File: config.mk
export PLATFORM = sky130hd
export DESIGN_NAME = mem_arbiter
export DESIGN_NICKNAME = d
export VERILOG_FILES = /design/src/rtl/mem_arbiter_pkg.sv /design/src/rtl/mem_arbiter.sv
export SDC_FILE = /design/constraint.sdc
export NUM_CORES = 1
export LEC_CHECK = 0
export CAP_MARGIN = 25
export CORE_AREA = 2 2 85 87
export DETAILED_ROUTE_END_ITERATION = 12
export DIE_AREA = 0 0 87 89
export GPL_TIMING_DRIVEN = 0
export MAX_ROUTING_LAYER = met4
export PLACE_DENSITY = 0.74
export SLEW_MARGIN = 20
export SYNTH_ARGS = -nofsm -noshare
export SYNTH_HDL_FRONTEND = slang
export SYNTH_SLANG_ARGS = --single-unit
File: constraint.sdc
create_clock -name clk -period 2.14 [get_ports clk]
set_clock_uncertainty 0.1 [all_clocks]
set_input_delay 0.642 -clock clk [delete_from_list [all_inputs] [get_ports clk]]
set_output_delay 0.642 -clock clk [all_outputs]
set_load 0.005 [all_outputs]
File: src/rtl/mem_arbiter_pkg.sv
// Shared core constants: memory-map sizing and in-flight owner encoding.
package mem_arbiter_pkg;

  // Word-address width of the shared instruction/data BRAM.
  localparam int MEM_ADDR_WIDTH = 14;

  // Who owns the read response arriving next cycle.
  typedef enum logic [1:0] {
    OWNER_NONE  = 2'd0,
    OWNER_FETCH = 2'd1,
    OWNER_DATA  = 2'd2
  } owner_e;

endpackage

File: src/rtl/mem_arbiter.sv
// Arbiter for the shared single-port BRAM between instruction fetch and the
// data (load/store) port. Data has priority; a starvation counter forces a
// fetch grant after STARVE_LIMIT consecutive denied fetch cycles.
//
// owner_q      | meaning
// -------------+-------------------------------------------------------
// OWNER_NONE   | no read response next cycle (idle, or a store)
// OWNER_FETCH  | mem_dout next cycle belongs to fetch (unless flushed)
// OWNER_DATA   | mem_dout next cycle is load data
module mem_arbiter
  import mem_arbiter_pkg::*;
#(
  parameter int ADDR_WIDTH   = MEM_ADDR_WIDTH,
  parameter int STARVE_LIMIT = 4
) (
  input  logic                  clk,
  input  logic                  rst,
  input  logic                  fetch_valid,
  output logic                  fetch_ready,
  input  logic [ADDR_WIDTH-1:0] fetch_addr,
  input  logic                  fetch_flush,
  output logic                  fetch_resp_valid,
  output logic [31:0]           fetch_rdata,
  input  logic                  data_valid,
  output logic                  data_ready,
  input  logic [ADDR_WIDTH-1:0] data_addr,
  input  logic                  data_we,
  input  logic [3:0]            data_wmask,
  input  logic [31:0]           data_wdata,
  output logic                  data_resp_valid,
  output logic [31:0]           data_rdata,
  output logic                  mem_en,
  output logic [3:0]            mem_we,
  output logic [ADDR_WIDTH-1:0] mem_addr,
  output logic [31:0]           mem_din,
  input  logic [31:0]           mem_dout
);

  localparam int CW = $clog2(STARVE_LIMIT + 1);
  localparam logic [CW-1:0] LIMIT = CW'(STARVE_LIMIT);

  owner_e        owner_q, owner_d;
  logic [CW-1:0] starve_q, starve_d;
  logic          grant_fetch, grant_data;

  // State register: response owner and starvation counter.
  always_ff @(posedge clk) begin
    if (rst) begin
      owner_q  <= OWNER_NONE;
      starve_q <= '0;
    end else begin
      owner_q  <= owner_d;
      starve_q <= starve_d;
    end
  end

  // Grant decision and next-state for owner and starvation counter.
  always_comb begin
    grant_fetch = 1'b0;
    grant_data  = 1'b0;
    owner_d     = OWNER_NONE;
    starve_d    = starve_q;
    if (!rst) begin
      if (fetch_valid && (!data_valid || starve_q == LIMIT)) begin
        grant_fetch = 1'b1;
      end else if (data_valid) begin
        grant_data = 1'b1;
      end
    end
    if (grant_fetch) begin
      owner_d = OWNER_FETCH;
    end else if (grant_data && !data_we) begin
      owner_d = OWNER_DATA;
    end
    if (!fetch_valid || grant_fetch) begin
      starve_d = '0;
    end else if (starve_q != LIMIT) begin
      starve_d = starve_q + CW'(1);
    end
  end

  // Outputs: handshakes, memory drive and response routing.
  always_comb begin
    fetch_ready      = grant_fetch;
    data_ready       = grant_data;
    mem_en           = grant_fetch | grant_data;
    mem_addr         = grant_fetch ? fetch_addr : data_addr;
    mem_we           = (grant_data && data_we) ? data_wmask : 4'b0000;
    mem_din          = data_wdata;
    // A flush in the response cycle kills the stale fetch; data is never flushed.
    fetch_resp_valid = !rst && (owner_q == OWNER_FETCH) && !fetch_flush;
    data_resp_valid  = !rst && (owner_q == OWNER_DATA);
    fetch_rdata      = mem_dout;
    data_rdata       = mem_dout;
  end

endmodule

# Yosys cells after proc, flatten, opt, wreduce, memory -nomap -nowiden
# Cells that the tools add are included.
[word_totals]
out_inout_bits = 119
elab_cells = 33
register_bits = 5
in_bits = 102
[classes]
mux = 9
add_sub_neg = 1
reduce_logical = 15
eq_ne = 4
bitwise_logic = 1
[ops]
columns = ["cell", "count"]
rows = [
  ["$mux 14", 1],
  ["$logic_and 1x1->1", 6],
  ["$mux 1", 6],
  ["$logic_not 1->1", 5],
  ["$mux 4", 1],
  ["$reduce_or 2->1", 2],
  ["$add 3x1->3 const B", 1],
  ["$eq 3x3->1 const B", 1],
  ["$ne 3x3->1 const B", 1],
  ["$eq 2x1->1 const B", 1],
  ["$eq 2x2->1 const B", 1],
  ["$logic_or 1x1->1", 2],
  ["$mux 2", 1],
  ["$or 1x1->1", 1],
]

# Depth between registers and ports, before layout
[logic_depth]
word_depth = 8
mapped_depth = 6
ltp_nobuf = 5

# Worst setup path after synthesis
# No wires, ideal clock.
[synth_path]
path_type = "input-to-output"
startpoint = "in data_valid"
endpoint = "out mem_addr[1]"
arrival_time_ns = 1.458
n_path_buf = 1
slack_ns = -0.060
path_stages = 4
required_time_ns = 1.398
path_cell_list = "a21boi_4 nor2_4 buf_6 mux2_2"
[synth_between]
elab_chain_cells = 6
[synth_rtl]
columns = ["item", "line_no", "text"]
rows = [
  ["from (decl)", "mem_arbiter.sv:24", "input logic data_valid,"],
  ["$logic_not 1->1", "mem_arbiter.sv:64", "if (fetch_valid && (!data_valid || starve_q == LIMIT)) begin"],
  ["$logic_or 1x1->1", "mem_arbiter.sv:64", ""],
  ["$logic_and 1x1->1", "mem_arbiter.sv:64", ""],
  ["$mux 1", "mem_arbiter.sv:64", ""],
  ["$mux 1", "mem_arbiter.sv:63", "if (!rst) begin"],
  ["via fetch_ready", "mem_arbiter.sv:19", "output logic fetch_ready,"],
  ["$mux 14", "mem_arbiter.sv:87", "mem_addr = grant_fetch ? fetch_addr : data_addr;"],
  ["to (decl)", "mem_arbiter.sv:34", "output logic [ADDR_WIDTH-1:0] mem_addr,"],
]
# The timed path passes the listed nets, and every way through them passes these cells.

# Final worst setup path
[layout_path]
startpoint = "reg starve_q[1]"
endpoint = "out mem_we[2]"
[layout_between]
elab_chain_cells = 7
[layout_rtl]
columns = ["item", "line_no", "text"]
rows = [
  ["from (decl)", "mem_arbiter.sv:43", "logic [CW-1:0] starve_q, starve_d;"],
  ["from (signal assigned)", "mem_arbiter.sv:53", "starve_q <= starve_d;"],
  ["$eq 3x3->1", "mem_arbiter.sv:64", ""],
  ["$logic_or 1x1->1", "mem_arbiter.sv:64", ""],
  ["$logic_and 1x1->1", "mem_arbiter.sv:64", ""],
  ["$mux 1", "mem_arbiter.sv:64", ""],
  ["$mux 1", "mem_arbiter.sv:63", ""],
  ["$logic_and 1x1->1", "mem_arbiter.sv:88", "mem_we = (grant_data && data_we) ? data_wmask : 4'b0000;"],
  ["$mux 4", "mem_arbiter.sv:88", ""],
  ["to (decl)", "mem_arbiter.sv:33", "output logic [3:0] mem_we,"],
]
# Every way passes these cells.

==> metrics <==
largest net degree at the start of global routing=7; Ys Warns=0; RSZ-0062 raised after global routing=yes; Hold Crit Class=flip-flop to flip-flop; hold_sp=starve_q[0]$_SDFFE_PP0N_; grt ovf=0; post-synth top area share=60.95%; f_max=417.3 MHz; Slew @ Worst Pin=0.2595 ns; max_slew headroom=82.67%; Worst Hold Endpoint=starve_q[0]$_SDFFE_PP0N_; Reg-to-Reg End=owner_q[1]$_SDFF_PP0_; outcome=finished with violations; DIE AREA=0.007743 mm^2; Final WS setup=-0.2563 ns; Multi-input gate area=434.2 um^2; Register Area=102.6 um^2; Starting Density=17.60%; critical-path maximum fanout=2; gr usage total=9.948%; TritonRoute pass-1 iters=4; Power Dens Cells=263.3 mW/mm^2; diode count=0; row cnt=30; leading cell types in the layout, fill and taps excluded=128 x clkdlybuf4s50_1, 103 x buf_4, 24 x buf_6; worst vdd ir=0.3305 mV; GPL Wtd Cong=0.7402; Setup CP Type=flip-flop to output pin; CP Data Required Time=1.40 ns; Syn Std Cell Area=0.001182 mm^2; routed vias=1459; Synth Area per Inst=8.446 um^2; # nets final=417; root buffer selected by CTS=clkbuf_8; initial antenna violation count=0; core area=0.006719 mm^2; reg2reg setup slack=0.73 ns; Pins Over Slew Limit=0; Setup Viol. Count Final=19; CTS max path bufs=2; failing checks=negative setup slack; Crit Reg-Reg Startpoint=starve_q[1]$_SDFFE_PP0N_; static leakage=1.461 nW; post-synth top area cell=buf_4; Worst Path Arrival=1.65 ns; syn nets=244; kind of end point of the critical path=output pin; Cell Area, Placed=0.002874 mm^2; dpl hpwl=3876 um; worst-skew pair later-pin latency=0.22 ns; routed wire length=4531 um; synthesized flop and latch total=5; crit path time final=2.396 ns; Finished Cell Area=0.003108 mm^2; Sink Count=5; die height=89 um; number of global-route vias before repair=1413; Post-route DRC=0; Syn Inst Count=140; R2R cell count=6; fill count=640; number of library cell types mapped by synthesis=20; sequential area share after synthesis=8.466%; Vias/cell=3.722; Clock transition at path regs=0.04 ns; commonest non-fill, non-tap cell in the layout=clkdlybuf4s50_1; Synth-to-Final Area Change=162.9%; I/O pin count=221; initial DRC count=5; cts bufs inserted=3; CTS tree=yes; WL per Instance=11.56 um; Final Hold Viols=0; total power=818.3 uW; IO Port Bufs=156; worst hold stages=1; crit start category=flip-flop; Synth area leaders=buf_4 61%, mux2_2 11%, dfxtp_1 8.5%, mux2_4 2.5%, ha_1 2.1%; share of post-route cells with drive strength above 1=52.24%; first-pass GRT wire length=6092 um; post-route antenna net violation count=0; H-tree depth=1; # Max-Cap Violations=0; Final Cycle Share=112.0%; die width=87 um
-- flip-flops by register name, summed over array words and instances, names as in the netlist --
register,flops
starve_q,3
owner_q,2
-- critical path: stages (launching register included) --
cell and delay (ns):
dfxtp_2 0.33, inv_2 0.05, ha_4 0.17, buf_6 0.12, a311oi_4 0.26, buf_4 0.16, buf_6 0.08, and3_4 0.17
buf_6 0.09
-- worst max path at each step --
stage,startpoint,to,slack (ns),depth (start not counted)
6_report,starve_q[1]$_SDFFE_PP0N_,mem_we[2],-0.26,8
3_5_place_dp,rst,mem_addr[5],-1.18,6
2_1_floorplan,rst,mem_addr[1],-0.04,4
4_1_cts,data_valid,mem_addr[5],-0.32,7
3_3_place_gp,rst,mem_addr[5],-1.19,6
5_1_grt,starve_q[0]$_SDFFE_PP0N_,mem_we[2],-0.33,8
-- synth_stat cells --
| library cell | number |
|---|---|
| buf_4 | 96 |
| mux2_2 | 12 |
| dfxtp_1 | 5 |
| nor2_1 | 4 |
| and3_1 | 3 |
| inv_1 | 3 |
| ha_1 | 2 |
| mux2_4 | 2 |
| nor3b_1 | 2 |
| a21boi_4 | 1 |
| a311oi_1 | 1 |
| and3_2 | 1 |
| and4b_1 | 1 |
| buf_6 | 1 |
| mux2i_1 | 1 |
| nand2b_4 | 1 |
| nor2_4 | 1 |
| nor2b_1 | 1 |
| nor3_1 | 1 |
| nor4b_1 | 1 |
-- layer usage --
layer	GRT usage, %	wire length (um)	up-vias
li1	-	-	699
met1	9.516	1361	652
met2	20.54	2688	106
met3	2.493	474	2
met4	0.8523	6	0
met5	-	0	-
-- cell type report --
class	instances	area share [%]
repair buffers	169	54.51
plain buffers	96	23.19
multi-input cells	35	13.97
flip-flops and latches	5	3.301
well taps	80	3.221
clock buffers	4	1.449
inverters	3	0.3623
-- timing repair --
| item | 4_1_cts | 5_1_grt |
|---|---|---|
| resized for setup | 145 | 5 |
| endpoints found under the setup margin | 23 | 20 |
| cloned | 1 | 0 |
| setup buffers | 11 | 2 |
| pin swaps | 8 | 1 |
| hold buffers | 0 | 0 |
-- where the power goes --
group	total, mW	internal (mW)	switching, mW	leakage [nW]
Sequential	0.0984	0.0965	0.00193	0.0417
Combinational	0.544	0.417	0.126	1.40
Clock	0.176	0.128	0.0480	0.0228
-- metrics by stage --
step | hold slack, ns | setup TNS [ns] | std cells | utilization, % | setup WS, ns
2_1_floorplan | 0.3252 | -0.3996 | 140 | - | -0.04441
3_3_place_gp | 0.3429 | -23.60 | 376 | 42.77 | -1.189
3_5_place_dp | 0.3519 | -23.73 | 376 | 42.77 | -1.180
4_1_cts | 0.3324 | -4.913 | 392 | 46.52 | -0.3226
5_1_grt | 0.3483 | -4.967 | 392 | 46.26 | -0.3280
6_report | 0.3289 | -4.003 | 392 | 46.26 | -0.2563
-- logic make-up (layout without fill, tap and decap cells) --
logic type	after synthesis	in the layout	synth area share, %
compound gates	2	2	2.328
fa+ha+maj	2	2	2.116
buf+inv	100	272	62.86
flops	5	5	8.466
mux	15	15	14.81
simple gates	16	16	9.417
No activity file was read; power rests on OpenSTA's default activity.
